[src/rtl/shift_pkg.sv]
// Shared definitions for the shift arbiter: operation encodings and the
// controller state type.
package shift_pkg;

    typedef enum logic [1:0] {
        SHIFT_OP_SRL = 2'b00,
        SHIFT_OP_SRA = 2'b01,
        SHIFT_OP_SLL = 2'b10,
        SHIFT_OP_ROR = 2'b11
    } shift_op_e;

    typedef enum logic {
        IDLE = 1'b0,
        HOLD = 1'b1
    } arb_state_e;

endpackage

[src/rtl/shift_arbiter_if.sv]
// Request/result bundle for the two-requester shift arbiter.
// master = request producer and result consumer; slave = the arbiter.
interface shift_arbiter_if #(
    parameter int WIDTH = 4,
    parameter int AMT_W = 4
);
    logic             req0_valid;
    logic             req0_ready;
    logic [WIDTH-1:0] req0_data;
    logic [AMT_W-1:0] req0_amt;
    logic [1:0]       req0_op;

    logic             req1_valid;
    logic             req1_ready;
    logic [WIDTH-1:0] req1_data;
    logic [AMT_W-1:0] req1_amt;
    logic [1:0]       req1_op;

    logic             res_valid;
    logic             res_ready;
    logic             res_id;
    logic [WIDTH-1:0] res_data;

    modport master (
        output req0_valid, req0_data, req0_amt, req0_op,
        output req1_valid, req1_data, req1_amt, req1_op,
        output res_ready,
        input  req0_ready, req1_ready,
        input  res_valid, res_id, res_data
    );

    modport slave (
        input  req0_valid, req0_data, req0_amt, req0_op,
        input  req1_valid, req1_data, req1_amt, req1_op,
        input  res_ready,
        output req0_ready, req1_ready,
        output res_valid, res_id, res_data
    );
endinterface

[src/rtl/shift_unit.sv]
// Combinational shifter shared by both requesters.
// Optional macro SHIFT_ARBITER_ROTATE_EN enables rotate-right for op 11.
module shift_unit
    import shift_pkg::*;
#(
    parameter int WIDTH = 4,
    parameter int AMT_W = 4
) (
    input  logic [WIDTH-1:0] data,
    input  logic [AMT_W-1:0] amt,
    input  logic [1:0]       op,
    output logic [WIDTH-1:0] result
);
    logic [31:0]      w_amt32;
    logic             w_big;
    logic [WIDTH-1:0] w_srl;
    logic [WIDTH-1:0] w_sra;
    logic [WIDTH-1:0] w_sll;
    logic [WIDTH-1:0] w_ror;

    assign w_amt32 = 32'(amt);
    assign w_big   = (w_amt32 >= 32'(WIDTH));

    // Out-of-range amounts are forced explicitly rather than relying on
    // shift-operator overflow semantics.
    assign w_srl = w_big ? '0 : (data >> amt);
    assign w_sra = w_big ? {WIDTH{data[WIDTH-1]}} : WIDTH'($signed(data) >>> amt);
    assign w_sll = w_big ? '0 : (data << amt);

`ifdef SHIFT_ARBITER_ROTATE_EN
    logic [31:0]        w_rot_amt;
    logic [2*WIDTH-1:0] w_dbl;
    assign w_rot_amt = w_amt32 % 32'(WIDTH);
    assign w_dbl     = {data, data} >> w_rot_amt;
    assign w_ror     = w_dbl[WIDTH-1:0];
`else
    assign w_ror = w_srl;
`endif

    always_comb begin
        result = w_srl;
        case (shift_op_e'(op))
            SHIFT_OP_SRL: result = w_srl;
            SHIFT_OP_SRA: result = w_sra;
            SHIFT_OP_SLL: result = w_sll;
            SHIFT_OP_ROR: result = w_ror;
            default:      result = w_srl;
        endcase
    end
endmodule

[src/rtl/shift_arbiter.sv]
// Two-requester round-robin arbiter in front of one shared shifter with a
// single result register. Optional macro: SHIFT_ARBITER_ROTATE_EN (see shift_unit).
//
// state | meaning
// IDLE  | result register empty; a valid request is granted immediately
// HOLD  | result register full; refill allowed only in a cycle with res_ready
module shift_arbiter
    import shift_pkg::*;
#(
    parameter int WIDTH = 4,
    parameter int AMT_W = 4
) (
    input  logic            clk,
    input  logic            reset,
    shift_arbiter_if.slave  bus
);
    arb_state_e       r_state;
    arb_state_e       w_state_nxt;
    logic             r_last;
    logic [WIDTH-1:0] r_res_data;
    logic             r_res_id;

    logic             w_any;
    logic             w_can_grant;
    logic             w_grant;
    logic             w_sel;
    logic [WIDTH-1:0] w_data;
    logic [AMT_W-1:0] w_amt;
    logic [1:0]       w_op;
    logic [WIDTH-1:0] w_result;

    always_comb begin
        w_sel = 1'b0;
        if (bus.req0_valid && bus.req1_valid) begin
            w_sel = ~r_last;
        end else if (!bus.req0_valid) begin
            w_sel = 1'b1;
        end
    end

    // Gating with reset keeps ready low while reset is held, even in IDLE.
    assign w_any       = bus.req0_valid | bus.req1_valid;
    assign w_can_grant = (r_state == IDLE) | bus.res_ready;
    assign w_grant     = reset & w_can_grant & w_any;

    assign w_data = w_sel ? bus.req1_data : bus.req0_data;
    assign w_amt  = w_sel ? bus.req1_amt  : bus.req0_amt;
    assign w_op   = w_sel ? bus.req1_op   : bus.req0_op;

    shift_unit #(
        .WIDTH (WIDTH),
        .AMT_W (AMT_W)
    ) u_shift (
        .data   (w_data),
        .amt    (w_amt),
        .op     (w_op),
        .result (w_result)
    );

    always_comb begin
        w_state_nxt = r_state;
        case (r_state)
            IDLE:    if (w_grant) w_state_nxt = HOLD;
            HOLD:    if (bus.res_ready && !w_grant) w_state_nxt = IDLE;
            default: w_state_nxt = IDLE;
        endcase
    end

    always_ff @(posedge clk or negedge reset) begin
        if (!reset) begin
            r_state    <= IDLE;
            r_last     <= 1'b1;
            r_res_data <= '0;
            r_res_id   <= 1'b0;
        end else begin
            r_state <= w_state_nxt;
            if (w_grant) begin
                r_res_data <= w_result;
                r_res_id   <= w_sel;
                r_last     <= w_sel;
            end
        end
    end

    assign bus.req0_ready = w_grant & ~w_sel & bus.req0_valid;
    assign bus.req1_ready = w_grant &  w_sel & bus.req1_valid;
    assign bus.res_valid  = (r_state == HOLD);
    assign bus.res_id     = r_res_id;
    assign bus.res_data   = r_res_data;
endmodule

[src/flat_wrapper.sv]
// flat-port wrapper written by rule: the top's interface ports become plain ports
module shift_arbiter_flat import shift_pkg::*;
#(
    parameter int WIDTH = 4,
    parameter int AMT_W = 4
)
  (clk, reset, bus_req0_valid, bus_req0_data, bus_req0_amt, bus_req0_op, bus_req1_valid, bus_req1_data, bus_req1_amt, bus_req1_op, bus_res_ready, bus_req0_ready, bus_req1_ready, bus_res_valid, bus_res_id, bus_res_data);
  shift_arbiter_if #(.WIDTH(WIDTH), .AMT_W(AMT_W)) bus_i ();
  input  logic clk;
  input  logic reset;
  input wire logic [$bits(bus_i.req0_valid)-1:0] bus_req0_valid;
  input wire logic [$bits(bus_i.req0_data)-1:0] bus_req0_data;
  input wire logic [$bits(bus_i.req0_amt)-1:0] bus_req0_amt;
  input wire logic [$bits(bus_i.req0_op)-1:0] bus_req0_op;
  input wire logic [$bits(bus_i.req1_valid)-1:0] bus_req1_valid;
  input wire logic [$bits(bus_i.req1_data)-1:0] bus_req1_data;
  input wire logic [$bits(bus_i.req1_amt)-1:0] bus_req1_amt;
  input wire logic [$bits(bus_i.req1_op)-1:0] bus_req1_op;
  input wire logic [$bits(bus_i.res_ready)-1:0] bus_res_ready;
  output wire logic [$bits(bus_i.req0_ready)-1:0] bus_req0_ready;
  output wire logic [$bits(bus_i.req1_ready)-1:0] bus_req1_ready;
  output wire logic [$bits(bus_i.res_valid)-1:0] bus_res_valid;
  output wire logic [$bits(bus_i.res_id)-1:0] bus_res_id;
  output wire logic [$bits(bus_i.res_data)-1:0] bus_res_data;
  assign bus_i.req0_valid = bus_req0_valid;
  assign bus_i.req0_data = bus_req0_data;
  assign bus_i.req0_amt = bus_req0_amt;
  assign bus_i.req0_op = bus_req0_op;
  assign bus_i.req1_valid = bus_req1_valid;
  assign bus_i.req1_data = bus_req1_data;
  assign bus_i.req1_amt = bus_req1_amt;
  assign bus_i.req1_op = bus_req1_op;
  assign bus_i.res_ready = bus_res_ready;
  assign bus_req0_ready = bus_i.req0_ready;
  assign bus_req1_ready = bus_i.req1_ready;
  assign bus_res_valid = bus_i.res_valid;
  assign bus_res_id = bus_i.res_id;
  assign bus_res_data = bus_i.res_data;
  shift_arbiter #(.WIDTH(WIDTH), .AMT_W(AMT_W)) u_core (.clk(clk), .reset(reset), .bus(bus_i));
endmodule
[config.mk]
export PLATFORM = sky130hd
export DESIGN_NAME = shift_arbiter_flat
export DESIGN_NICKNAME = d
export VERILOG_FILES = /design/src/rtl/shift_pkg.sv /design/src/rtl/shift_arbiter_if.sv /design/src/rtl/shift_unit.sv /design/src/rtl/shift_arbiter.sv /design/src/flat_wrapper.sv
export SDC_FILE = /design/constraint.sdc
export NUM_CORES = 1
export LEC_CHECK = 0
export BUFFER_PORTS_ARGS = -buffer_cell sky130_fd_sc_hd__buf_2
export CAP_MARGIN = 20
export CELL_PAD_IN_SITES_DETAIL_PLACEMENT = 0
export CELL_PAD_IN_SITES_GLOBAL_PLACEMENT = 2
export CORE_ASPECT_RATIO = 0.6
export CORE_MARGIN = 10
export CORE_UTILIZATION = 29
export CTS_BUF_LIST = sky130_fd_sc_hd__clkbuf_16
export DETAILED_ROUTE_END_ITERATION = 10
export MAX_ROUTING_LAYER = met4
export PLACE_DENSITY_LB_ADDON = 0.1
export SLEW_MARGIN = 15
export SYNTH_ARGS = -nofsm -noshare
export SYNTH_HDL_FRONTEND = slang
export SYNTH_SLANG_ARGS = --single-unit
[constraint.sdc]
create_clock -name clk -period 3 [get_ports clk]
set_input_delay 0.6 -clock clk [delete_from_list [all_inputs] [get_ports clk]]
set_output_delay 0.6 -clock clk [all_outputs]
set_load 0.01 [all_outputs]
==> results of run 1 <==
[where the power goes]
group	total [mW]	switching [mW]	internal [mW]
Combinational	0.211	0.123	0.0885
Sequential	0.125	0.00997	0.115
Clock	0.226	0.0522	0.174
[cells in the final DEF, fill, tap and decap left out, types with 2 or more instances in the layout]
cell type and n:
nor2_1 12, nand2_1 13, o211ai_1 2, mux2i_1 11
nor4_1 4, nand3b_1 2, ha_1 2, or2_2 2
and3_1 3, o21ai_0 4, dfrtp_1 6, and4_1 2
o221ai_1 3, a211oi_1 4, o211a_1 2, clkbuf_16 3
inv_1 4, a21oi_1 8, buf_2 32, a2111oi_2 2
nand2b_1 4, buf_4 3
[kinds of logic after synthesis]
group | synth area share [%]
flip-flops | 16.7
AND/OR/NAND/NOR | 28.1
multiplexers | 11.5
adder cells (fa/ha/maj) | 2.37
AO/OA/AOI/OAI | 32.7
buffers and inverters | 8.55
[worst register-to-register path: cells and delay by family (launching register included)]
kind	cells	cell delay, ns
buffers and inverters	1	0.07
flip-flops	1	0.53
AO/OA/AOI/OAI	2	0.33
adder cells (fa/ha/maj)	1	0.23
multiplexers	1	0.29
AND/OR/NAND/NOR	3	0.87
[flip-flops by register name, summed over array words and instances, names as in the netlist]
name,cells
u_core.bus.res_id,1
u_core.bus.res_data,4
u_core.bus.res_valid,1
u_core.r_last,1
[metrics by stage]
step / setup slack [ns] / hold WS, ns / cells
2_1_floorplan: 0.759 / 0.304 / 127
3_3_place_gp: 0.442 / 0.464 / 198
3_5_place_dp: 0.392 / 0.456 / 198
4_1_cts: 0.571 / 0.216 / 202
5_1_grt: 0.347 / 0.228 / 202
6_report: 0.562 / 0.218 / 202
[worst min-delay path by stage]
stage                                         to  slack [ns]  cells after the start
after global placement      u_core.bus.res_valid        0.46                      1
after global routing        u_core.bus.res_valid        0.23                      1
after CTS                   u_core.bus.res_valid        0.22                      1
final                       u_core.bus.res_valid        0.22                      1
after floorplan           u_core.bus.res_data[0]        0.30                      0
after detailed placement    u_core.bus.res_valid        0.46                      1
[final cells by class]
type	count	area, um2	area share [%]
repair buffers	35	183	14.1
clock inverters	1	3.75	0.290
inverters	4	15.0	1.16
clock buffers	3	75.1	5.79
flip-flops and latches	7	176	13.6
well taps	45	56.3	4.34
multi-input cells	107	787	60.7
[layer usage]
layer | up-vias | track usage, %
met5 | - | -
met2 | 59 | 15.8
li1 | 556 | -
met3 | 4 | 2.68
met4 | 0 | 2.71
met1 | 528 | 15.3
==> reports/summary.txt, run 1 <==
YS warnings -> 0
Crit path DAT -> 2.55 ns
Site row count -> 16
Final core utilization -> 38.5%
Worst Max-Slew Pin Slew -> 0.574 ns
I/O pin count -> 33
Final Critical Period -> 2.44 ns
Die Y -> 66.7 um
Vias -> 1147
Relative max-transition margin -> 61.5%
Slowest CP cell -> dfstp_2
Nets -> 185
Core ar. -> 0.00336 mm2
Cell family with the largest share of critical-path delay -> simple AND/OR/NAND/NOR gates
Mapped cell area -> 0.00105 mm2
Mean Syn Cell Area -> 8.30 um2
Post-Route Skew -> 0.000685 ns
Pwr dens -> 434 mW/mm2
R2R Path Start -> u_core.r_last
Share of cells above drive strength 1 -> 33.1%
Reg-to-reg slack, setup -> 0.56 ns
Cts repair resizes -> 0
Status -> complete, no violations
Area Overhead vs Synth -> 23.0%
Placer Congestion -> 0.962
Residual DRC -> 0
Num CTS Buffers -> 3
Cells after Synth -> 127
Start point of the critical path -> u_core.r_last
Yosys top cell by area -> dfrtp_1
Filler cell count -> 369
Synth area leaders -> dfrtp_1, mux2i_1, nand2_1
Register area share after synthesis -> 16.7%
Max-slew violations -> 0
Setup tns final -> 0 ns
Hold Buf Count CTS -> 0
Post-synthesis cell type count -> 51
Reg clk slew, reported paths -> 0.04 ns
Post-CTS setup buffer count -> 0
Cell breakdown of the critical path -> and2b_1, nor2_4, mux2i_1, inv_1, ha_1, nor2_1, o221ai_1, o221a_2
Drt initial violations -> 180
Die Footprint -> 0.00652 mm2
Max cap viols -> 0
Initial antenna violation count -> 0
Crit path required time -> 3.12 ns
Crit share post-route -> 81.3%
Worst R2R End -> u_core.bus.res_data[2]
Final ANT Viol Nets -> 0
Clock tree buffer depth -> 2
#FFs+latches synth -> 7
Number of buffers added on ports -> 32
Buf/Inv on CP -> 1
Commonest cells post-synth -> nand2_1, nor2_1, mux2i_1
DP HPWL -> 2950 um
Uppermost routed layer -> met4
Reg2reg path depth -> 8
Met2 wire len -> 1410 um
WL per Instance -> 17.6 um
# diodes -> 0
CTS tree -> yes
Fin. Hold Viols -> 0
Worst Setup EP -> u_core.bus.res_data[2]
H-tree Lvls -> 1
Vias per cell -> 5.68
Post-place instance area -> 0.00122 mm2
Worst IR drop on VDD -> 189 uV
Async SR Flop Fraction -> 100%
Most common cell in the netlist -> nand2_1
Endpoints failing setup -> 0
Final instance area -> 0.00130 mm2
Root buf cell -> clkbuf_16
Mapped Nets -> 154
Largest net degree at the start of global routing -> 17
Router iterations before antenna repair -> 4
Die Width -> 97.8 um
RSZ-0062 raised after global routing -> false
Vias in the first global route -> 1154
Grt total ovfl -> 0
Crit-path max cell delay -> 0.53 ns
WP depth -> 8
Metal3 WL -> 292 um
Critical-path maximum fanout -> 10
Top-area cell type share of the netlist area -> 14.3%
Number of flops mapped to enable cells by yosys -> 0
Gr usage total -> 11.2%
M1 WL -> 1840 um
Fmax -> 410 MHz
First-pass GRT wire length -> 5780 um
Crit end category -> register
CTS Sinks -> 7
Hold crit path type -> in2async
Leak -> 0.572 nW
Total chip power -> 0.562 mW
CP Class -> reg2reg
Clock latency on the worst-skew pair -> 0.23 ns
Total wire length -> 3560 um
Initial Util -> 31.3%
Ys flop type -> dfrtp_1
Critical Path Source Type -> register
Power figures use the tool's default switching activity.
==> run 2, diff against run 1 <==
==> constraint.sdc (replaced) <==
create_clock -name clk -period 2.4 [get_ports clk]
set_input_delay 0.48 -clock clk [delete_from_list [all_inputs] [get_ports clk]]
set_output_delay 0.48 -clock clk [all_outputs]
set_load 0.01 [all_outputs]
==> reports/summary.txt, run 2 (same netlist as run 1, synthesis figures left out) <==
Status -> complete, no violations
I/O pin count -> 33 (unchanged)
WL per Instance -> 17.8 um (+0.97%)
Buf/Inv on CP -> 1 (unchanged)
Number of buffers added on ports -> 32 (unchanged)
Reg clk slew, reported paths -> 0.04 ns (about the same)
# diodes -> 0 (unchanged)
Cell breakdown of the critical path -> and2b_1, nor2_4, mux2i_1, inv_1, ha_1, nor2_1, o221ai_1, o221a_2
Share of cells above drive strength 1 -> 34.0% (+0.84 points)
Critical Path Source Type -> register
Die Footprint -> 0.00652 mm2 (unchanged)
Critical-path maximum fanout -> 5 (-5)
Crit path required time -> 2.52 ns (-0.60 ns)
Router iterations before antenna repair -> 4 (unchanged)
Hold Buf Count CTS -> 0 (unchanged)
Max-slew violations -> 0 (unchanged)
CTS tree -> yes
Pwr dens -> 540 mW/mm2 (+25%)
Most common cell after layout, fill and taps aside -> buf_2
DP HPWL -> 3050 um (+3.3%)
Fin Hold WS -> 0.0998 ns (-0.119 ns)
Core ar. -> 0.00336 mm2 (unchanged)
Cts repair resizes -> 0 (unchanged)
Vias in the first global route -> 1141 (-1.1%)
Site row count -> 16 (unchanged)
Nets -> 187 (+1.1%)
Worst IR drop on VDD -> 238 uV (+25%)
Clock tree buffer depth -> 2 (unchanged)
Crit path DAT -> 2.35 ns (-0.20 ns)
CTS Sinks -> 7 (unchanged)
Final core utilization -> 39.0% (+0.45 points)
Initial Util -> 31.3% (unchanged)
Initial antenna violation count -> 0 (unchanged)
Fmax -> 448 MHz (+9.2%)
Largest net degree at the start of global routing -> 17 (unchanged)
H-tree Lvls -> 1 (unchanged)
First-pass GRT wire length -> 5930 um (+2.6%)
Most frequent cells in the layout -> buf_2, nand2_1, nor2_1
Post-Route Skew -> 0.000706 ns (+0.0000217 ns)
Relative max-transition margin -> 62.1% (+0.60 points)
Endpoints failing setup -> 0 (unchanged)
Final Critical Period -> 2.23 ns (-0.206 ns)
Vias per cell -> 5.65 (-0.46%)
Final ANT Viol Nets -> 0 (unchanged)
Pre-CTS setup slack -> 0.129 ns (-0.263 ns)
Root buf cell -> clkbuf_16
Max reg flops -> 4 (unchanged)
Cell family with the largest share of critical-path delay -> simple AND/OR/NAND/NOR gates
Total wire length -> 3630 um (+2.0%)
Vias -> 1153 (+0.52%)
Max cap viols -> 0 (unchanged)
Grt total ovfl -> 0 (unchanged)
Crit share post-route -> 93.0% (+12 points)
Placer Congestion -> 0.884 (-8.0%)
RSZ-0062 raised after global routing -> false
Drt initial violations -> 70 (-61%)
Leak -> 0.582 nW (+1.8%)
Num CTS Buffers -> 3 (unchanged)
Area Overhead vs Synth -> 24.5%
Clock latency on the worst-skew pair -> 0.23 ns (about the same)
Post-CTS setup buffer count -> 0 (unchanged)
Fin. Hold Viols -> 0 (unchanged)
Worst Max-Slew Pin Slew -> 0.562 ns (-0.0126 ns)
Gr usage total -> 11.5% (+0.30 points)
Hold crit path type -> in2async
Die Y -> 66.7 um (unchanged)
Crit end category -> register
Setup tns final -> 0 ns (unchanged)
Crit-path max cell delay -> 0.53 ns (about the same)
CP Class -> reg2reg
Slowest CP cell -> dfstp_2
Residual DRC -> 0 (unchanged)
Final WS setup -> 0.168 ns (-0.394 ns)
Die Width -> 97.8 um (unchanged)
[run 2: power by group]
group / switching (mW) / internal [mW] / total (mW) / leakage (nW)
logic: 0.155 / 0.115 / 0.270 / 0.457
registers: 0.0112 / 0.144 / 0.155 / 0.0826
clock network: 0.0669 / 0.217 / 0.284 / 0.0423
[run 2: metal layers]
layer	vias to the layer above	share of wire, %	GRT usage [%]
met2	46	41	15.2
met1	546	53	16.5
met3	2	5.3	2.06
met4	0	0.36	3.79
met5	-	0	-
li1	559	-	-
[run 2: cell type report]
class | count | area, um2
clock buffer | 3 | 75.1
clock inverter | 1 | 3.75
fill | 381 | 2050
inverter | 4 | 15.0
multi-input combinational | 107 | 787
sequential | 7 | 176
tap | 45 | 56.3
timing repair buffer | 37 | 198
[run 2: path summary, 6_finish.rpt]
path | slack (ns) | end | depth (start not counted) | startpoint
worst max-delay path | 0.17 | u_core.bus.res_data[2] | 8 | u_core.r_last
worst min-delay path | 0.1 | u_core.bus.res_valid | 1 | reset
worst max register to register | 0.17 | u_core.bus.res_data[2] | 8 | u_core.r_last
worst min register to register | 0.49 | u_core.bus.res_id | 2 | u_core.bus.res_id
max in group asynchronous | 2.05 | u_core.r_last | 1 | reset
min in group clk | 0.49 | u_core.bus.res_id | 2 | u_core.bus.res_id
[run 2: stage by stage]
step	power (mW)	area, um2	std cells
detailed placement	0.426	1230	200
global route	0.758	1310	204
global placement	0.427	1230	200
CTS	0.719	1310	204
finish	0.708	1310	204
floorplan	0.336	1050	127
==> run 3, diff against run 2 <==
--- a/config.mk
+++ b/config.mk
@@ -5,13 +5,14 @@
 export SDC_FILE = /design/constraint.sdc
 export NUM_CORES = 1
 export LEC_CHECK = 0
+export ABC_AREA = 1
 export BUFFER_PORTS_ARGS = -buffer_cell sky130_fd_sc_hd__buf_2
 export CAP_MARGIN = 20
 export CELL_PAD_IN_SITES_DETAIL_PLACEMENT = 0
 export CELL_PAD_IN_SITES_GLOBAL_PLACEMENT = 2
 export CORE_ASPECT_RATIO = 0.6
 export CORE_MARGIN = 10
-export CORE_UTILIZATION = 29
+export CORE_UTILIZATION = 23
 export CTS_BUF_LIST = sky130_fd_sc_hd__clkbuf_16
 export DETAILED_ROUTE_END_ITERATION = 10
 export MAX_ROUTING_LAYER = met4
==> reports/summary.txt, run 3 <==
Most common cell in the netlist -> nand2_1
Critical-path maximum fanout -> 14 (+9)
Vias in the first global route -> 1037 (-9.1%)
Cell breakdown of the critical path -> inv_1, nand2_2, nand2_4, o21ai_0, inv_1, ha_1, inv_1, a21oi_1, a21oi_1, a21oi_1
Root buf cell -> clkbuf_16
Endpoints failing setup -> 0 (unchanged)
Leak -> 0.695 nW (+19%)
Pre-CTS setup slack -> 0.161 ns (+0.0315 ns)
Synth area leaders -> nand2_1, dfrtp_1, nand3_1
Final Critical Period -> 2.16 ns (-0.0710 ns)
Yosys top cell by area -> nand2_1
Final ANT Viol Nets -> 0 (unchanged)
Hold crit path type -> in2async
Most common cell after layout, fill and taps aside -> nand2_1
Mean Syn Cell Area -> 5.66 um2 (-32%)
Worst Max-Slew Pin Slew -> 0.320 ns (-0.242 ns)
Reg clk slew, reported paths -> 0.04 ns (about the same)
Fin. Hold Viols -> 0 (unchanged)
Number of flops mapped to enable cells by yosys -> 0 (unchanged)
Max-slew violations -> 0 (unchanged)
Site row count -> 17 (+1)
Ys flop type -> dfrtp_1
Initial antenna violation count -> 0 (unchanged)
Relative max-transition margin -> 78.5% (+16 points)
Drt initial violations -> 55 (-21%)
Crit share post-route -> 90.0% (-3.0 points)
Crit end category -> register
Area Overhead vs Synth -> 33.1%
WL per Instance -> 12.2 um (-32%)
Post-Route Skew -> 0.00129 ns (+0.000583 ns)
Nets -> 216 (+16%)
DP HPWL -> 2440 um (-20%)
Die Y -> 67.5 um (+1.3%)
Grt total ovfl -> 0 (unchanged)
Crit path DAT -> 2.27 ns (-0.08 ns)
H-tree Lvls -> 1 (unchanged)
Commonest cells post-synth -> nand2_1, nand3_1, inv_1
Fmax -> 463 MHz (+3.3%)
Worst IR drop on VDD -> 428 uV (+80%)
Die Footprint -> 0.00670 mm2 (+2.7%)
Clock latency on the worst-skew pair -> 0.23 ns (about the same)
Cts repair resizes -> 0 (unchanged)
Num CTS Buffers -> 3 (unchanged)
CTS Sinks -> 7 (unchanged)
# diodes -> 0 (unchanged)
I/O pin count -> 33 (unchanged)
Status -> complete, no violations
Router iterations before antenna repair -> 4 (unchanged)
Setup tns final -> 0 ns (unchanged)
Final core utilization -> 31.7% (-7.3 points)
Mapped Nets -> 180 (+17%)
Vias per cell -> 4.41 (-22%)
Gr usage total -> 8.97% (-2.5 points)
Buf/Inv on CP -> 3 (+2)
Vias -> 1037 (-10%)
Total wire length -> 2860 um (-21%)
YS warnings -> 0 (unchanged)
Top-area cell type share of the netlist area -> 21.2% (+7.0 points)
Register area share after synthesis -> 20.4% (+3.6 points)
Post-CTS setup buffer count -> 0 (unchanged)
Crit-path max cell delay -> 0.51 ns (-0.02 ns)
Initial Util -> 23.8% (-7.5 points)
Critical Path Source Type -> register
Async SR Flop Fraction -> 100% (unchanged)
Final WS setup -> 0.239 ns (+0.0710 ns)
Cells after Synth -> 153 (+20%)
Pwr dens -> 596 mW/mm2 (+10%)
Most frequent cells in the layout -> nand2_1, buf_2, nand3_1
CTS tree -> yes
Core ar. -> 0.00364 mm2 (+8.1%)
First-pass GRT wire length -> 4850 um (-18%)
RSZ-0062 raised after global routing -> false
Mapped cell area -> 866 um2 (-18%)
CP Class -> reg2reg
Max cap viols -> 0 (unchanged)
Number of buffers added on ports -> 32 (unchanged)
Post-synthesis cell type count -> 18 (-65%)
Largest net degree at the start of global routing -> 16 (-1)
Slowest CP cell -> dfstp_2
Residual DRC -> 0 (unchanged)
Crit path required time -> 2.51 ns (about the same)
Clock tree buffer depth -> 2 (unchanged)
Placer Congestion -> 0.863 (-2.4%)
Cell family with the largest share of critical-path delay -> compound AO/OA/AOI/OAI gates
Share of cells above drive strength 1 -> 26.6% (-7.4 points)
#FFs+latches synth -> 7 (unchanged)
Hold Buf Count CTS -> 0 (unchanged)
Max reg flops -> 4 (unchanged)
Die Width -> 99.2 um (+1.4%)
-- run 3: metal layers --
layer	track usage, %	wire length [um]	share of wire, %
met3	2.75	100	3.5
met1	12.8	1620	57
met2	12.3	1140	40
met4	0.534	0	0
met5	-	0	0
-- run 3: metrics by stage --
| stage | area (um2) | hold WS (ns) | power [mW] | cells |
|---|---|---|---|---|
| floorplan | 866 | 0.184 | 0.326 | 153 |
| detailed placement | 1070 | 0.329 | 0.412 | 231 |
| global route | 1150 | 0.0995 | 0.747 | 235 |
| global placement | 1070 | 0.328 | 0.414 | 231 |
| finish | 1150 | 0.0851 | 0.687 | 235 |
| CTS | 1150 | 0.0906 | 0.696 | 235 |
-- run 3: final cells by class --
class / count / area, um2
Fill cell: 413 / 2480
Inverter: 24 / 90.1
Multi-Input combinational cell: 119 / 573
Clock buffer: 3 / 75.1
Timing Repair Buffer: 34 / 175
Sequential cell: 7 / 176
Clock inverter: 1 / 3.75
Tap cell: 47 / 58.8
-- run 3: final timing paths --
check / start / to / slack (ns) / cells past startpoint
setup / recovery: u_core.r_last / u_core.bus.res_data[1] / 0.24 / 10
hold / removal: reset / u_core.bus.res_data[2] / 0.09 / 1
setup reg to reg: u_core.r_last / u_core.bus.res_data[1] / 0.24 / 10
hold reg to reg: u_core.bus.res_data[0] / u_core.bus.res_data[0] / 0.47 / 2
max in group asynchronous: reset / u_core.r_last / 2.08 / 1
min in group clk: bus_res_ready / u_core.bus.res_valid / 0.45 / 2
-- run 3: logic make-up after synthesis --
group	Yosys count	synth area share (%)
flip-flops	7	20.4
AO/OA/AOI/OAI	19	11.3
adder cells (fa/ha/maj)	2	2.89
buffers and inverters	27	13.4
AND/OR/NAND/NOR	98	52.0
-- run 3: power by group --
part	switching (mW)	total, mW	internal (mW)
Clock	0.0630	0.280	0.217
Sequential	0.00869	0.152	0.143
Combinational	0.162	0.255	0.0929
